==> config.mk <==
export PLATFORM = sky130hd
export DESIGN_NAME = dmem_responder_flat
export DESIGN_NICKNAME = d
export VERILOG_FILES = /design/src/rtl/dmem_pkg.sv /design/src/rtl/dmem_if.sv /design/src/rtl/dmem_array.sv /design/src/rtl/dmem_responder.sv /design/src/flat_wrapper.sv
export SDC_FILE = /design/constraint.sdc
export NUM_CORES = 2
export LEC_CHECK = 0
export CORE_MARGIN = 3
export CORE_UTILIZATION = 56
export DETAILED_ROUTE_END_ITERATION = 7
export HOLD_SLACK_MARGIN = 0.02
export PLACE_DENSITY = 0.76
export SETUP_SLACK_MARGIN = 0.2
export SYNTH_ARGS = -nofsm -noshare
export SYNTH_HDL_FRONTEND = slang
export SYNTH_HIERARCHICAL = 1
export SYNTH_SLANG_ARGS = --single-unit
export TNS_END_PERCENT = 100
==> constraint.sdc <==
create_clock -name clk -period 37.7 [get_ports clk]
set_input_delay 7.54 -clock clk [delete_from_list [all_inputs] [get_ports clk]]
set_output_delay 7.54 -clock clk [all_outputs]
set_load 0.05 [all_outputs]
==> src/rtl/dmem_pkg.sv <==
// ---------------------------------------------------------------------------
// dmem_pkg
// Shared definitions for the MEM-stage data memory responder:
//   - state_t        : responder FSM states
//   - DEF_DEPTH/AW   : default array geometry (32 words, 5-bit word index)
//   - DEF_RD_LAT     : default read latency in cycles
//   - CNT_W          : width of the read latency counter (covers 1..15)
//   - PRELOAD_WORD0/1: values loaded into words 0 and 1 on reset
//   - preload_value(): reset contents for any word index
// ---------------------------------------------------------------------------
package dmem_pkg;

  typedef enum logic [1:0] {
    IDLE    = 2'd0,
    RD_WAIT = 2'd1,
    RESP    = 2'd2
  } state_t;

  localparam int DEF_DEPTH  = 32;
  localparam int DEF_AW     = 5;
  localparam int DEF_RD_LAT = 2;
  localparam int CNT_W      = 4;

  localparam logic [31:0] PRELOAD_WORD0 = 32'd5;
  localparam logic [31:0] PRELOAD_WORD1 = 32'd10;

  // Reset image of the array: everything clears to zero except the two
  // seeded words the boot code expects to find.
  function automatic logic [31:0] preload_value(input int idx);
    logic [31:0] val;
    val = 32'd0;
    if (idx == 0) val = PRELOAD_WORD0;
    if (idx == 1) val = PRELOAD_WORD1;
    return val;
  endfunction

endpackage

==> src/rtl/dmem_if.sv <==
// ---------------------------------------------------------------------------
// dmem_if
// Request/response bundle between the MEM stage (master) and the data
// memory responder (slave).
//   req_valid  : master presents an access, held until rsp_valid
//   req_write  : 1 = write, 0 = read
//   req_addr   : word address, only the low index bits are used
//   req_wdata  : write data
//   req_ready  : responder idle and able to accept
//   rsp_valid  : one-cycle completion pulse for reads and writes
//   rsp_rdata  : read data, zero for write completions
//   stall      : freeze the upstream pipeline registers
// ---------------------------------------------------------------------------
interface dmem_if;

  logic        req_valid;
  logic        req_write;
  logic [31:0] req_addr;
  logic [31:0] req_wdata;
  logic        req_ready;
  logic        rsp_valid;
  logic [31:0] rsp_rdata;
  logic        stall;

  modport master (
    output req_valid, req_write, req_addr, req_wdata,
    input  req_ready, rsp_valid, rsp_rdata, stall
  );

  modport slave (
    input  req_valid, req_write, req_addr, req_wdata,
    output req_ready, rsp_valid, rsp_rdata, stall
  );

endinterface

==> src/rtl/dmem_array.sv <==
// ---------------------------------------------------------------------------
// dmem_array
// Word-addressed storage for the responder: one synchronous write port and
// one registered read port. Reset clears the array and seeds words 0 and 1.
// Ports:
//   clk, rst  : clock, asynchronous active-high reset
//   wr_en     : write wr_data into word wr_addr at the rising edge
//   wr_addr   : write word index
//   wr_data   : write data
//   rd_en     : load rd_data from word rd_addr at the rising edge
//   rd_addr   : read word index
//   rd_data   : registered read data, holds its value while rd_en is low
// ---------------------------------------------------------------------------
module dmem_array
  import dmem_pkg::*;
#(
  parameter int DEPTH = DEF_DEPTH,
  parameter int AW    = DEF_AW
) (
  input  logic          clk,
  input  logic          rst,
  input  logic          wr_en,
  input  logic [AW-1:0] wr_addr,
  input  logic [31:0]   wr_data,
  input  logic          rd_en,
  input  logic [AW-1:0] rd_addr,
  output logic [31:0]   rd_data
);

  logic [31:0] mem [DEPTH];

  // Storage words. The reset image is built from the package so the
  // seeded values live in one place.
  always_ff @(posedge clk or posedge rst) begin
    if (rst) begin
      for (int i = 0; i < DEPTH; i++) begin
        mem[i] <= preload_value(i);
      end
    end else if (wr_en) begin
      mem[wr_addr] <= wr_data;
    end
  end

  // Read data register; it keeps the last read word until the next read
  // so the response bus stays stable between accesses.
  always_ff @(posedge clk or posedge rst) begin
    if (rst) begin
      rd_data <= 32'd0;
    end else if (rd_en) begin
      rd_data <= mem[rd_addr];
    end
  end

endmodule

==> src/rtl/dmem_responder.sv <==
// ---------------------------------------------------------------------------
// dmem_responder
// Memory-side responder for MEM-stage data accesses. Accepts one read or
// write at a time, answers writes after one cycle and reads after RD_LAT
// cycles, and stalls the pipeline while an access is outstanding.
// Ports:
//   clk  : rising-edge clock
//   rst  : asynchronous active-high reset
//   bus  : dmem_if slave side (request in, ready/response/stall out)
// Parameters:
//   DEPTH  : number of 32-bit words, equal to 2**AW
//   AW     : word index width taken from req_addr[AW-1:0]
//   RD_LAT : read acceptance to rsp_valid latency, 1..15
// ---------------------------------------------------------------------------
module dmem_responder
  import dmem_pkg::*;
#(
  parameter int DEPTH  = DEF_DEPTH,
  parameter int AW     = DEF_AW,
  parameter int RD_LAT = DEF_RD_LAT
) (
  input  logic   clk,
  input  logic   rst,
  dmem_if.slave  bus
);

  localparam logic [CNT_W-1:0] LAT_M1 = CNT_W'(RD_LAT - 1);

  state_t           state, state_next;
  logic [CNT_W-1:0] cnt, cnt_next;
  logic [AW-1:0]    addr_q, addr_next;
  logic             is_write, is_write_next;

  logic             wr_en;
  logic             rd_en;
  logic [AW-1:0]    rd_addr;
  logic [31:0]      rd_data;
  logic             req_ready;
  logic             rsp_valid;

  // Upper address bits are deliberately dropped so addresses alias modulo
  // the array size.
  logic unused_addr_bits;
  assign unused_addr_bits = ^bus.req_addr[31:AW];

  dmem_array #(
    .DEPTH (DEPTH),
    .AW    (AW)
  ) u_array (
    .clk     (clk),
    .rst     (rst),
    .wr_en   (wr_en),
    .wr_addr (bus.req_addr[AW-1:0]),
    .wr_data (bus.req_wdata),
    .rd_en   (rd_en),
    .rd_addr (rd_addr),
    .rd_data (rd_data)
  );

  // State, latency counter and captured request attributes.
  always_ff @(posedge clk or posedge rst) begin
    if (rst) begin
      state    <= IDLE;
      cnt      <= '0;
      addr_q   <= '0;
      is_write <= 1'b0;
    end else begin
      state    <= state_next;
      cnt      <= cnt_next;
      addr_q   <= addr_next;
      is_write <= is_write_next;
    end
  end

  // Next-state and handshake decode. Writes commit to the array on the
  // accepting edge, so a later read always sees them. The read port fires
  // on the edge that enters RESP; with a one-cycle latency that is the
  // accepting edge itself, so the read index comes straight off the bus
  // while idle and from the captured index otherwise.
  always_comb begin
    state_next    = state;
    cnt_next      = cnt;
    addr_next     = addr_q;
    is_write_next = is_write;
    wr_en         = 1'b0;
    rd_en         = 1'b0;
    rd_addr       = addr_q;
    req_ready     = 1'b0;
    rsp_valid     = 1'b0;

    case (state)
      IDLE: begin
        req_ready = 1'b1;
        rd_addr   = bus.req_addr[AW-1:0];
        if (bus.req_valid) begin
          addr_next     = bus.req_addr[AW-1:0];
          is_write_next = bus.req_write;
          if (bus.req_write) begin
            wr_en      = 1'b1;
            state_next = RESP;
          end else begin
            cnt_next = LAT_M1;
            if (RD_LAT == 1) begin
              rd_en      = 1'b1;
              state_next = RESP;
            end else begin
              state_next = RD_WAIT;
            end
          end
        end
      end

      RD_WAIT: begin
        cnt_next = cnt - 1'b1;
        if (cnt == CNT_W'(1)) begin
          rd_en      = 1'b1;
          state_next = RESP;
        end
      end

      RESP: begin
        rsp_valid  = 1'b1;
        state_next = IDLE;
      end

      default: begin
        state_next = IDLE;
      end
    endcase
  end

  // Write completions report zero data; otherwise the read register is
  // shown as-is so the last read value is held between accesses.
  assign bus.req_ready = req_ready;
  assign bus.rsp_valid = rsp_valid;
  assign bus.rsp_rdata = (state == RESP && is_write) ? 32'd0 : rd_data;
  assign bus.stall     = bus.req_valid & ~rsp_valid;

endmodule

==> src/flat_wrapper.sv <==
// flat-port wrapper written by rule: the top's interface ports become plain ports
module dmem_responder_flat import dmem_pkg::*;
#(
  parameter int DEPTH  = DEF_DEPTH,
  parameter int AW     = DEF_AW,
  parameter int RD_LAT = DEF_RD_LAT
)
  (clk, rst, bus_req_valid, bus_req_write, bus_req_addr, bus_req_wdata, bus_req_ready, bus_rsp_valid, bus_rsp_rdata, bus_stall);
  dmem_if bus_i ();
  input  logic clk;
  input  logic rst;
  input wire logic [$bits(bus_i.req_valid)-1:0] bus_req_valid;
  input wire logic [$bits(bus_i.req_write)-1:0] bus_req_write;
  input wire logic [$bits(bus_i.req_addr)-1:0] bus_req_addr;
  input wire logic [$bits(bus_i.req_wdata)-1:0] bus_req_wdata;
  output wire logic [$bits(bus_i.req_ready)-1:0] bus_req_ready;
  output wire logic [$bits(bus_i.rsp_valid)-1:0] bus_rsp_valid;
  output wire logic [$bits(bus_i.rsp_rdata)-1:0] bus_rsp_rdata;
  output wire logic [$bits(bus_i.stall)-1:0] bus_stall;
  assign bus_i.req_valid = bus_req_valid;
  assign bus_i.req_write = bus_req_write;
  assign bus_i.req_addr = bus_req_addr;
  assign bus_i.req_wdata = bus_req_wdata;
  assign bus_req_ready = bus_i.req_ready;
  assign bus_rsp_valid = bus_i.rsp_valid;
  assign bus_rsp_rdata = bus_i.rsp_rdata;
  assign bus_stall = bus_i.stall;
  dmem_responder #(.DEPTH(DEPTH), .AW(AW), .RD_LAT(RD_LAT)) u_core (.clk(clk), .rst(rst), .bus(bus_i));
endmodule
==> reports/results.ini <==
[status]
outcome=finished clean

[power_and_ir_drop]
leakage_nw=26.51
vdd_drop_max_mv=0.1067
powerDensity_nw_per_um2=74.75
total_power_mw=4.041

[yosys]
synth_top_family_by_area=multiplexers
synth_top_area_share=0.5425
syn_nets=3582
yosys_register_bits=1068
synth.yosys.warnings=6
avgSynthCellArea_um2=13.97
synth_area_um2=49080
yosys.area.top_type=dfrtp_1
ys_seq_area_frac=0.5447
synth_mux_area_frac=0.3499
netlist_instances=3512
synthSimpleGateAreaFrac=0.01670
synth_fa_ha_area_frac=0.0005099
synthTopCellsByArea=dfrtp_1 (54%), mux2_2 (24%), mux2i_1 (10%), a22oi_1 (3.9%), a21oi_1 (1.3%)
synth-compound-area-share=0.05313
synthDistinctLibCells=37
synthXorXnorAreaFrac=0

[sta]
slew_headroom=0.1425
holdWs_ns=0.4957
rsz0062_at_grt=false
hold_viol=0
fmax_mhz=60.34
finalCritPeriodShare=0.4396
max_slew.worst_pin.slew_ns=1.286
worst_slack_ns=21.13
finalSetupViolCount=0
fin_crit_ns=16.57
skew_ns=0.02204
setup-tns-final_ns=0
finalMaxSlewViolations=0

[global_routing]
globalRouteOverflowTotal=0
first_global_vias=31890
grt_max_degree=215
grt_pass1_wl_um=195000
grt_use_total=0.2830
antenna_found_initial=6

[min_path]
min_path_cells=1
worstHoldStart=u_core/u_array/mem[377]$_DFFE_PP0P_
min_to=u_core/u_array/mem[377]$_DFFE_PP0P_
min_path_type=flip-flop to flip-flop

[setup_path]
r2r_cells=9
start_kind=primary input
r2r_slack_ns=32.51
r2r-start=u_core/state[0]$_DFFE_PP0P_
path_class=primary input to output pin
critPathMaxFanout=5
arrival_ns=9.03
timing.rr.end=u_core/u_array/rd_data[13]$_DFFE_PP0P_
end_kind=output pin
worst_ep_required_time_ns=30.16

[route]
drt-total-wl_um=128500
vias=29810
wl_met1_um=51850
drt-vias-per-instance=6.381
wire_per_inst_um=27.49
routed.top_layer=met5
drt_pass1_iterations=7
final_antenna_net_count=0
drc=0
wl_met2_um=63220
drt_iter0_drc=2425
met3WireLength_um=7827

[floorplan]
die_y_um=302.0
die_area_um2=91220
core_area_um2=86080
num_rows=107
ioPinCount=103
die_w_um=302.0
initial_core_util=0.5701

[place]
port_buffers=75
place_ws_ns=21.13
dp.cells=4462
dp_hpwl_um=68180
gp_congestion=0.7837
place_area_um2=50250

[clock_tree]
postCtsSetupBuffers=0
clkSinkCount=1068
cts_buffers=111
hold_buffers=0
clkTransAtPathRegs_ns=0.06
clkLatencyLatePin_ns=0.67
h-tree-depth=3
cts.path.max_buffers=3
ctsResizeCount=0
cts_tree=yes
clockRootBuffer=clkbuf_16

[final_layout]
design_area_um2=54050
fin_nets=3501
fin_util=0.6279
final_cell_mix=dfrtp_1 (1064), mux2_2 (1052), mux2i_1 (512), a22oi_1 (256), a21oi_1 (129)
layout-drive-gt1-share=0.3837
areaGrowthSynthToFinish_pct=10.14
final_common_cell=dfrtp_1
stdcell_count=4672

[flow_run]
maxCapViolations=0

## sequential cells by signal, indices dropped and copies added (netlist names)
signal and cells:
u_core/u_array/mem 1024, u_core/u_array/rd_data 32, u_core/addr_q 5, u_core/cnt 4, u_core/state 2, u_core/is_write 1
## critical path, cell delays in order
cell	delay [ns]
clkdlybuf4s50_1	0.52
nor2b_1	0.16
clkdlybuf4s50_1	0.81
## how the worst max path moves through the flow
stage                  start                           endpoint  cells past startpoint
2_1_floorplan            rst  u_core/u_array/mem[0]$_DFFE_PP0P_                      1
3_3_place_gp   bus_req_valid                          bus_stall                      3
3_5_place_dp   bus_req_valid                          bus_stall                      3
4_1_cts        bus_req_valid                          bus_stall                      3
5_1_grt        bus_req_valid                          bus_stall                      3
6_report       bus_req_valid                          bus_stall                      3
## cells by family (layout without fill, tap and decap cells)
kind of cell | after synthesis | in the layout
and+or+nand+nor | 141 | 141
AOI/OAI and AO/OA | 390 | 390
buffers and inverters | 331 | 345
adders and majority gates | 2 | 2
DFF | 1068 | 1068
other | 0 | 2
muxes | 1580 | 1580
## layer usage
layer / up-vias / global-route usage
met4: 2 / 0.1164
met2: 995 / 0.4781
met5: - / 0
met3: 323 / 0.04471
li1: 12650 / -
met1: 15840 / 0.3667
## power by group
part	total (mW)	switching, mW	leakage, nW	internal (mW)
sequential	1.47	0.113	14.5	1.36
combinational	1.45	0.837	10.2	0.608
clock	1.12	0.452	1.88	0.673
## final cells by class
type	count	area, µm²
Clock buffer	163	3298
Antenna cell	2	5.005
Fill cell	6279	32030
Sequential cell	1068	26730
Timing Repair Buffer	133	1249
Multi-Input combinational cell	2113	20810
Tap cell	1144	1431
Clock inverter	45	504.2
Inverter	4	22.52
## synth_stat cells
library cell / instances
dfrtp_1: 1064
mux2_2: 1053
mux2i_1: 512
a22oi_1: 256
clkbuf_1: 145
a21oi_1: 129
buf_2: 81
buf_4: 52
and2_1: 33
nor4_1: 32
buf_1: 25
buf_6: 24
nand2_1: 22
nor2_1: 19
mux2_1: 9
mux2_4: 6
nand3b_1: 5
nor2_4: 5
nor2b_1: 5
dfstp_2: 4
inv_1: 4
nor3b_1: 4
nand2b_1: 3
nand3_1: 3
and3_1: 2
ha_1: 2
nor3_1: 2
or2_2: 2
a221o_1: 1
a22o_1: 1
and2_4: 1
and3b_1: 1
nor2b_2: 1
o21ai_0: 1
o21bai_1: 1
o2bb2ai_1: 1
or3b_2: 1
(Power assumes the default switching activity.)
